File: src/rtl/sort_report_packer.sv
// Packs a sorter's top-3 result into a 9-byte valid/ready packet with a sequence number
// and an XOR checksum. One result can wait while a packet is in flight; further results are counted as drops.
module sort_report_packer #(
  parameter int DATA_SIZE   = 4,
  parameter int LENGTH_SIZE = 6
) (
  input  logic                   clk,
  input  logic                   rst,
  input  logic                   SortValid,
  input  logic [DATA_SIZE-1:0]   MaxCountData1,
  input  logic [DATA_SIZE-1:0]   MaxCountData2,
  input  logic [DATA_SIZE-1:0]   MaxCountData3,
  input  logic [LENGTH_SIZE-1:0] MaxCount1,
  input  logic [LENGTH_SIZE-1:0] MaxCount2,
  input  logic [LENGTH_SIZE-1:0] MaxCount3,
  output logic [7:0]             OutData,
  output logic                   OutValid,
  input  logic                   OutReady,
  output logic                   OutLast,
  output logic [7:0]             DropCount,
  output logic                   Busy
);

  typedef struct packed {
    logic [DATA_SIZE-1:0]   d1;
    logic [LENGTH_SIZE-1:0] c1;
    logic [DATA_SIZE-1:0]   d2;
    logic [LENGTH_SIZE-1:0] c2;
    logic [DATA_SIZE-1:0]   d3;
    logic [LENGTH_SIZE-1:0] c3;
  } result_t;

  typedef enum logic {IDLE = 1'b0, SEND = 1'b1} state_t;

  state_t     state, state_nx;
  result_t    active, active_nx;
  result_t    pending, pending_nx;
  result_t    incoming;
  logic       pend_full, pend_full_nx;
  logic [3:0] idx, idx_nx;
  logic [7:0] seq_num, seq_nx;
  logic [7:0] drop_nx;
  logic       xfer;
  logic       last_byte;
  logic       out_valid_nx;
  logic [7:0] out_data_nx;
  logic       out_last_nx;

  // XOR of packet bytes 0..7, i.e. the checksum byte
  function automatic logic [7:0] xor_sum(input result_t r, input logic [7:0] seq);
    return 8'hA5 ^ seq ^ 8'(r.d1) ^ 8'(r.c1) ^ 8'(r.d2) ^ 8'(r.c2) ^ 8'(r.d3) ^ 8'(r.c3);
  endfunction

  function automatic logic [7:0] pkt_byte(input result_t r, input logic [7:0] seq,
                                          input logic [3:0] i);
    logic [7:0] b;
    case (i)
      4'd0:    b = 8'hA5;
      4'd1:    b = seq;
      4'd2:    b = 8'(r.d1);
      4'd3:    b = 8'(r.c1);
      4'd4:    b = 8'(r.d2);
      4'd5:    b = 8'(r.c2);
      4'd6:    b = 8'(r.d3);
      4'd7:    b = 8'(r.c3);
      4'd8:    b = xor_sum(r, seq);
      default: b = 8'h00;
    endcase
    return b;
  endfunction

  assign incoming  = '{d1: MaxCountData1, c1: MaxCount1,
                       d2: MaxCountData2, c2: MaxCount2,
                       d3: MaxCountData3, c3: MaxCount3};
  assign xfer      = OutValid & OutReady;
  assign last_byte = (idx == 4'd8);

  // Next-state, buffering and next output byte
  always_comb begin
    state_nx     = state;
    active_nx    = active;
    pending_nx   = pending;
    pend_full_nx = pend_full;
    idx_nx       = idx;
    seq_nx       = seq_num;
    drop_nx      = DropCount;
    case (state)
      IDLE: begin
        if (SortValid) begin
          active_nx = incoming;
          idx_nx    = 4'd0;
          state_nx  = SEND;
        end else begin
          state_nx  = IDLE;
        end
      end
      SEND: begin
        if (xfer && last_byte) begin
          seq_nx = seq_num + 8'd1;
          idx_nx = 4'd0;
          // A pending result goes next; a coincident new result takes its place, no drop.
          if (pend_full) begin
            active_nx = pending;
            if (SortValid) begin
              pending_nx = incoming;
            end else begin
              pend_full_nx = 1'b0;
            end
          end else if (SortValid) begin
            active_nx = incoming;
          end else begin
            state_nx = IDLE;
          end
        end else begin
          if (xfer) begin
            idx_nx = idx + 4'd1;
          end else begin
            idx_nx = idx;
          end
          if (SortValid) begin
            if (!pend_full) begin
              pending_nx   = incoming;
              pend_full_nx = 1'b1;
            end else if (DropCount != 8'hFF) begin
              drop_nx = DropCount + 8'd1;
            end else begin
              drop_nx = DropCount;
            end
          end else begin
            pend_full_nx = pend_full;
          end
        end
      end
      default: begin
        state_nx = IDLE;
      end
    endcase
    out_valid_nx = (state_nx == SEND);
    if (out_valid_nx) begin
      out_data_nx = pkt_byte(active_nx, seq_nx, idx_nx);
      out_last_nx = (idx_nx == 4'd8);
    end else begin
      out_data_nx = 8'h00;
      out_last_nx = 1'b0;
    end
  end

  // State and registered outputs
  always_ff @(posedge clk) begin
    if (rst) begin
      state     <= IDLE;
      active    <= '0;
      pending   <= '0;
      pend_full <= 1'b0;
      idx       <= 4'd0;
      seq_num   <= 8'h00;
      DropCount <= 8'h00;
      OutValid  <= 1'b0;
      OutData   <= 8'h00;
      OutLast   <= 1'b0;
      Busy      <= 1'b0;
    end else begin
      state     <= state_nx;
      active    <= active_nx;
      pending   <= pending_nx;
      pend_full <= pend_full_nx;
      idx       <= idx_nx;
      seq_num   <= seq_nx;
      DropCount <= drop_nx;
      OutValid  <= out_valid_nx;
      OutData   <= out_data_nx;
      OutLast   <= out_last_nx;
      Busy      <= (state_nx != IDLE);
    end
  end

endmodule

File: config.mk
export PLATFORM = sky130hd
export DESIGN_NAME = sort_report_packer
export DESIGN_NICKNAME = d
export VERILOG_FILES = /design/src/rtl/sort_report_packer.sv
export SDC_FILE = /design/constraint.sdc
export NUM_CORES = 1
export LEC_CHECK = 0
export ABC_CLOCK_PERIOD_IN_PS = 4850
export CORE_ASPECT_RATIO = 0.8
export CORE_MARGIN = 5
export CORE_UTILIZATION = 55
export CTS_BUF_LIST = sky130_fd_sc_hd__clkbuf_16
export DETAILED_ROUTE_END_ITERATION = 12
export PLACE_DENSITY = 0.78
export SKIP_LAST_GASP = 1
export SYNTH_ARGS = -nofsm -noshare
export SYNTH_HDL_FRONTEND = slang
export SYNTH_SLANG_ARGS = --single-unit
File: constraint.sdc
create_clock -name clk -period 4.85 [get_ports clk]
set_clock_uncertainty 0.15 [all_clocks]
set_input_delay 0.7275 -clock clk [delete_from_list [all_inputs] [get_ports clk]]
set_output_delay 0.7275 -clock clk [all_outputs]
set_load 0.05 [all_outputs]
Yosys cells after proc, flatten, opt, wreduce, memory -nomap -nowiden
Cells that the tools add are included.
Widths: inputs -> output; s select.

operators by class
  add/subtract/negate cells = 3
  eq/ne operators = 13
  multiplexer cells = 23
  bitwise operators = 11
  reductions and logical operators = 7

operators with widths
  kind                 count
  $mux 30              8
  $pmux 8 s9           1
  $pmux 30 s2          1
  $xor 8x4->8          3
  $xor 8x6->8          3
  $add 8x1->8 const B  2
  $eq 4x3->1 const B   4
  $mux 8               2
  $mux 4               3
  $reduce_and 5->1     2
  $eq 4x2->1 const B   2
  $eq 4x4->1 const B   2
  $ne 8x8->1 const B   1
  $pmux 4 s2           1
  $mux 1               6
  $add 4x1->4 const B  1
  $eq 4x1->1 const B   1
  $logic_not 4->1      1
  $ne 2x2->1 const B   2
  $not 4->4            1
  $not 1->1            3
  $ne 2x1->1 const B   1
  $pmux 1 s2           1
  $reduce_and 2->1     1
  4 further kinds      4

word-level totals
  register bits = 91
  input bits = 34
  output and inout bits = 19
  word-level logic and storage cells = 76

Logic depth before layout (Yosys ltp)
  word-level depth = 12
  mapped depth = 12
  mapped depth without buffers = 9

Least setup slack after synthesis
OpenSTA, ideal clock, no wires.

  kind = input to register
  start = input port OutReady
  end = register OutData[0]
  library setup time = 0.128 ns
  data arrival time = 2.471 ns
  required time = 4.572 ns
  slack = 2.102 ns
  stages = 9
  path buffers = 2
  path through = and4b_1 buf_6 buf_6 mux2_4 o22ai_2 nor3_1 or3_1 a221oi_2 o22ai_1

on the way
  word-level cells in the longest chain between the ends = 12

RTL lines
  item                        line  RTL
  from (decl)                 18    input logic OutReady,
  $and 1x1->1 *               75    assign xfer = OutValid & OutReady;
  $logic_and 1x1->1           98    if (xfer && last_byte) begin
  $mux 8                      98
  $mux 8                      87    case (state)
  $not 4->4 (no source line)  -
  $xor 8x4->8                 51    return 8'hA5 ^ seq ^ 8'(r.d1) ^ 8'(r.c1) ^ 8'(r.d2) ^ 8'(r.c2) ^ 8'(r.d3) ^ 8'(r.c3);
  $xor 8x6->8                 51
  $xor 8x4->8                 51
  $xor 8x6->8                 51
  $xor 8x4->8                 51
  $xor 8x6->8                 51
  $pmux 8 s9                  57    case (i)
  to (signal assigned)        171   OutData <= out_data_nx;
  to (decl)                   16    output logic [7:0] OutData,

Mark *: on every way between the ends. The rest lies on a longest branch, timed or not.
A chain may end at the register's enable or synchronous reset.

Worst setup path after layout
Ends and elaborated chain as after synthesis.

==> summary.txt <==
Timing
  • Worst-margin pin slew: 914 ps
  • Final slew viol count: 0
  • Worst slew margin: 38.6%
  • Smallest hold slack: 342 ps
  • Crit path time final: 3620 ps
  • Fin. Hold Viols: 0
  • Worst Slack Setup Final: 1230 ps
  • Fmax: 276 MHz
  • RSZ-0062 raised after global routing: false
  • Final Cycle Share: 74.7%
  • Final setup viols: 0
  • Setup TNS Final: 0 ps

Place
  • GP Congestion: 0.909
  • Hpwl dp: 7860 um
  • Count of input and output buffers: 52
  • Pre-CTS setup slack: 890 ps

Setup path
  • Crit path max fanout: 20
  • CP Buf/Inv Count: 2
  • Instance count on the critical path: 9
  • Critical path data arrival time: 3680 ps
  • Reg2Reg Depth: 10
  • Top Family by Delay on Critical Path: simple AND/OR/NAND/NOR gates
  • Crit path required time: 4910 ps
  • Slowest Stage Delay on Critical Path: 700 ps
  • Crit-path cells: clkdlybuf4s50_1 -> and4b_1 -> buf_12 -> mux2_4 -> o22ai_2 -> nor3_1 -> or3_1 -> a221oi_2 -> o22ai_1
  • Crit start category: input pin
  • Crit-path slowest cell: and4b_1
  • CP Capture Type: register
  • WS Path Type: input pin to register

Status
  • Run status: finished clean

Global routing
  • Met2 GRT Util: 36.7%
  • First-pass GRT wire length: 19900 um
  • Met3 usage: 5.95%
  • Busiest grt layer: met2
  • Gr ovfl total: 0
  • Vias in the first global route: 3964
  • Initial antenna violation count: 0
  • Largest net degree at the start of global routing: 82
  • Gr usage total: 23.0%
  • Met1 usage: 30.6%

Power and ir drop
  • Clk pwr share: 36.3%
  • Sequential Power Share: 43.6%
  • Leakage: 2.35 nW
  • Internal power: 1.35 mW
  • PwrDens: 325 nW/um2
  • Combinational share of power: 20.1%
  • VDD IR max: 220 uV
  • Net Switching: 0.490 mW
  • Net Sw Frac: 26.6%

Clock network
  • H-tree Lvls: 3
  • Clock Path Buffers: 2
  • Sink Count: 91
  • Postcts setup bufs: 0
  • Reg clk slew, reported paths: 60 ps
  • Later-pin clock latency in the skew report: 340 ps
  • CTS tree: done
  • Clk root buf: clkbuf_16
  • Resized cells post-CTS: 0
  • Inserted Clock Buffers: 9
  • Hold-fix buffers, CTS: 0

Worst hold path
  • Hold path depth: 2
  • Worst min-delay path category: register to register

Synth
  • Yosys warns: 0
  • Syn_nets: 565
  • Top post-synthesis cells by area: dfxtp_1, mux2i_1, nor2_1, xnor2_1, mux2_2
  • Mapped Area: 4790 um2
  • Flop and latch count out of synthesis: 91
  • Distinct cells, synth: 51
  • Area leader, netlist: dfxtp_1
  • Synthesized area per cell: 9.08 um2
  • Post-Synthesis Cells: 527
  • Sequential fraction of the synthesis area: 38.1%
  • Post-synth ARST share: 0%
  • Yosys top cell area share: 38.1%
  • Synth Flop Type: dfxtp_1
  • EDFF count, synth: 0

Flow run
  • Max-Cap Viols: 0

Routing
  • Routed Antenna Nets: 0
  • Drt via density: 5.88
  • Starting DRT DRC Count: 241
  • Final WL: 11800 um
  • Via count of the routed design: 4001
  • 1st-pass router iterations: 7
  • DR DRC count: 0
  • Routed length per instance: 17.3 um

Floorplanning
  • I/O pin cnt: 53
  • Die area: 10700 um2
  • Row count: 30
  • Die H: 93.4 um
  • Die width: 114 um
  • Core Box Area: 8480 um2
  • Effective utilization at floorplan: 56.4%

Layout
  • Fin nets: 601
  • Fill cell count: 706
  • Core Util, Final: 66.7%
  • Share of cells above drive strength 1: 9.15%
  • Layout area overhead: 18.1%
  • N_diodes: 0
==> registers in the layout (all words and copies together), names as in the netlist <==
signal and count:
pend_full 1, state 1, active 30, pending 30, OutData 8, seq_num 8
DropCount 8, OutLast 1, idx 4
==> routing by layer <==
| metal | up-vias | share of wire, % |
|---|---|---|
| li1 | 1923 | - |
| met1 | 1915 | 46 |
| met2 | 142 | 45 |
| met3 | 21 | 6.7 |
| met4 | 0 | 2.0 |
| met5 | - | 0 |
==> power groups by stage <==
| stage | clock network, mW | registers (mW) | logic [mW] |
|---|---|---|---|
| 2_1_floorplan | 0 | 0.827 | 0.261 |
| 3_3_place_gp | 0 | 0.816 | 0.355 |
| 3_5_place_dp | 0 | 0.819 | 0.364 |
| 4_1_cts | 0.677 | 0.802 | 0.368 |
| 5_1_grt | 0.714 | 0.807 | 0.400 |
| 6_report | 0.667 | 0.803 | 0.370 |
==> cell families after synthesis <==
kind of cell	after synthesis	synth area share, %
adder cells (fa/ha/maj)	4	1.05
AND/OR/NAND/NOR	178	16.8
buffers and inverters	42	3.97
multiplexers	86	18.9
XOR/XNOR	45	8.68
AO/OA/AOI/OAI	81	12.5
flip-flops	91	38.1
==> worst reg2reg max path, delay by kind of cell, from the launching register on <==
family                   cells  cell delay [ps]
AO/OA/AOI/OAI                3              580
adder cells (fa/ha/maj)      1              200
buffers and inverters        2              350
flip-flops                   1              350
multiplexers                 1              320
AND/OR/NAND/NOR              3             1170
==> layout by cell type, fill, tap and decap left out, types with 4 or more instances in the layout <==
| master | n |
|---|---|
| nor3_1 | 8 |
| mux2i_1 | 56 |
| o21ai_0 | 9 |
| clkbuf_16 | 9 |
| nand4_1 | 6 |
| a22o_1 | 11 |
| inv_1 | 8 |
| nand2b_1 | 20 |
| xor2_1 | 18 |
| nand3_1 | 13 |
| clkdlybuf4s50_1 | 50 |
| mux2_2 | 17 |
| xnor2_1 | 25 |
| buf_4 | 9 |
| nor2_1 | 93 |
| dfxtp_1 | 91 |
| a21oi_1 | 5 |
| o22ai_1 | 22 |
| nand2_1 | 26 |
| ha_1 | 4 |
| mux2_1 | 11 |
==> final timing paths <==
kind / from / to / slack, ps
max: OutReady / OutData[0] / 1230
min: pending[23] / pending[23] / 340
max reg2reg: idx[0] / OutData[0] / 1610
min reg2reg: pending[23] / pending[23] / 340
==> synthesized netlist by cell type, drive strengths merged, types with 4 or more instances <==
library cell	number
a22o	11
buf	18
inv	4
nor2	93
a21oi	5
o21ai	12
dfxtp	91
clkbuf	20
mux2i	56
nor3	8
nand2b	20
nand2	26
o22ai	25
xnor2	26
xor2	18
ha	4
nand4	6
mux2	30
nand3	14
==> per-stage QoR <==
| step | cells | power (mW) | cell area [um2] |
|---|---|---|---|
| CTS | 680 | 1.85 | 5650 |
| finish | 680 | 1.84 | 5650 |
| floorplan | 527 | 1.09 | 4790 |
| detailed placement | 664 | 1.18 | 5380 |
| global route | 680 | 1.92 | 5650 |
| global placement | 664 | 1.17 | 5380 |
==> area by class of cell <==
| cell class | instances | area [um2] | share of cell area [%] |
|---|---|---|---|
| multi-input combinational | 394 | 2780 | 49.2 |
| inverter | 4 | 15.0 | 0.266 |
| timing repair buffer | 63 | 618 | 10.9 |
| tap | 112 | 140 | 2.48 |
| clock inverter | 7 | 53.8 | 0.952 |
| clock buffer | 9 | 225 | 3.98 |
| sequential | 91 | 1820 | 32.2 |
Note: power is estimated with default switching activity, not from simulation.
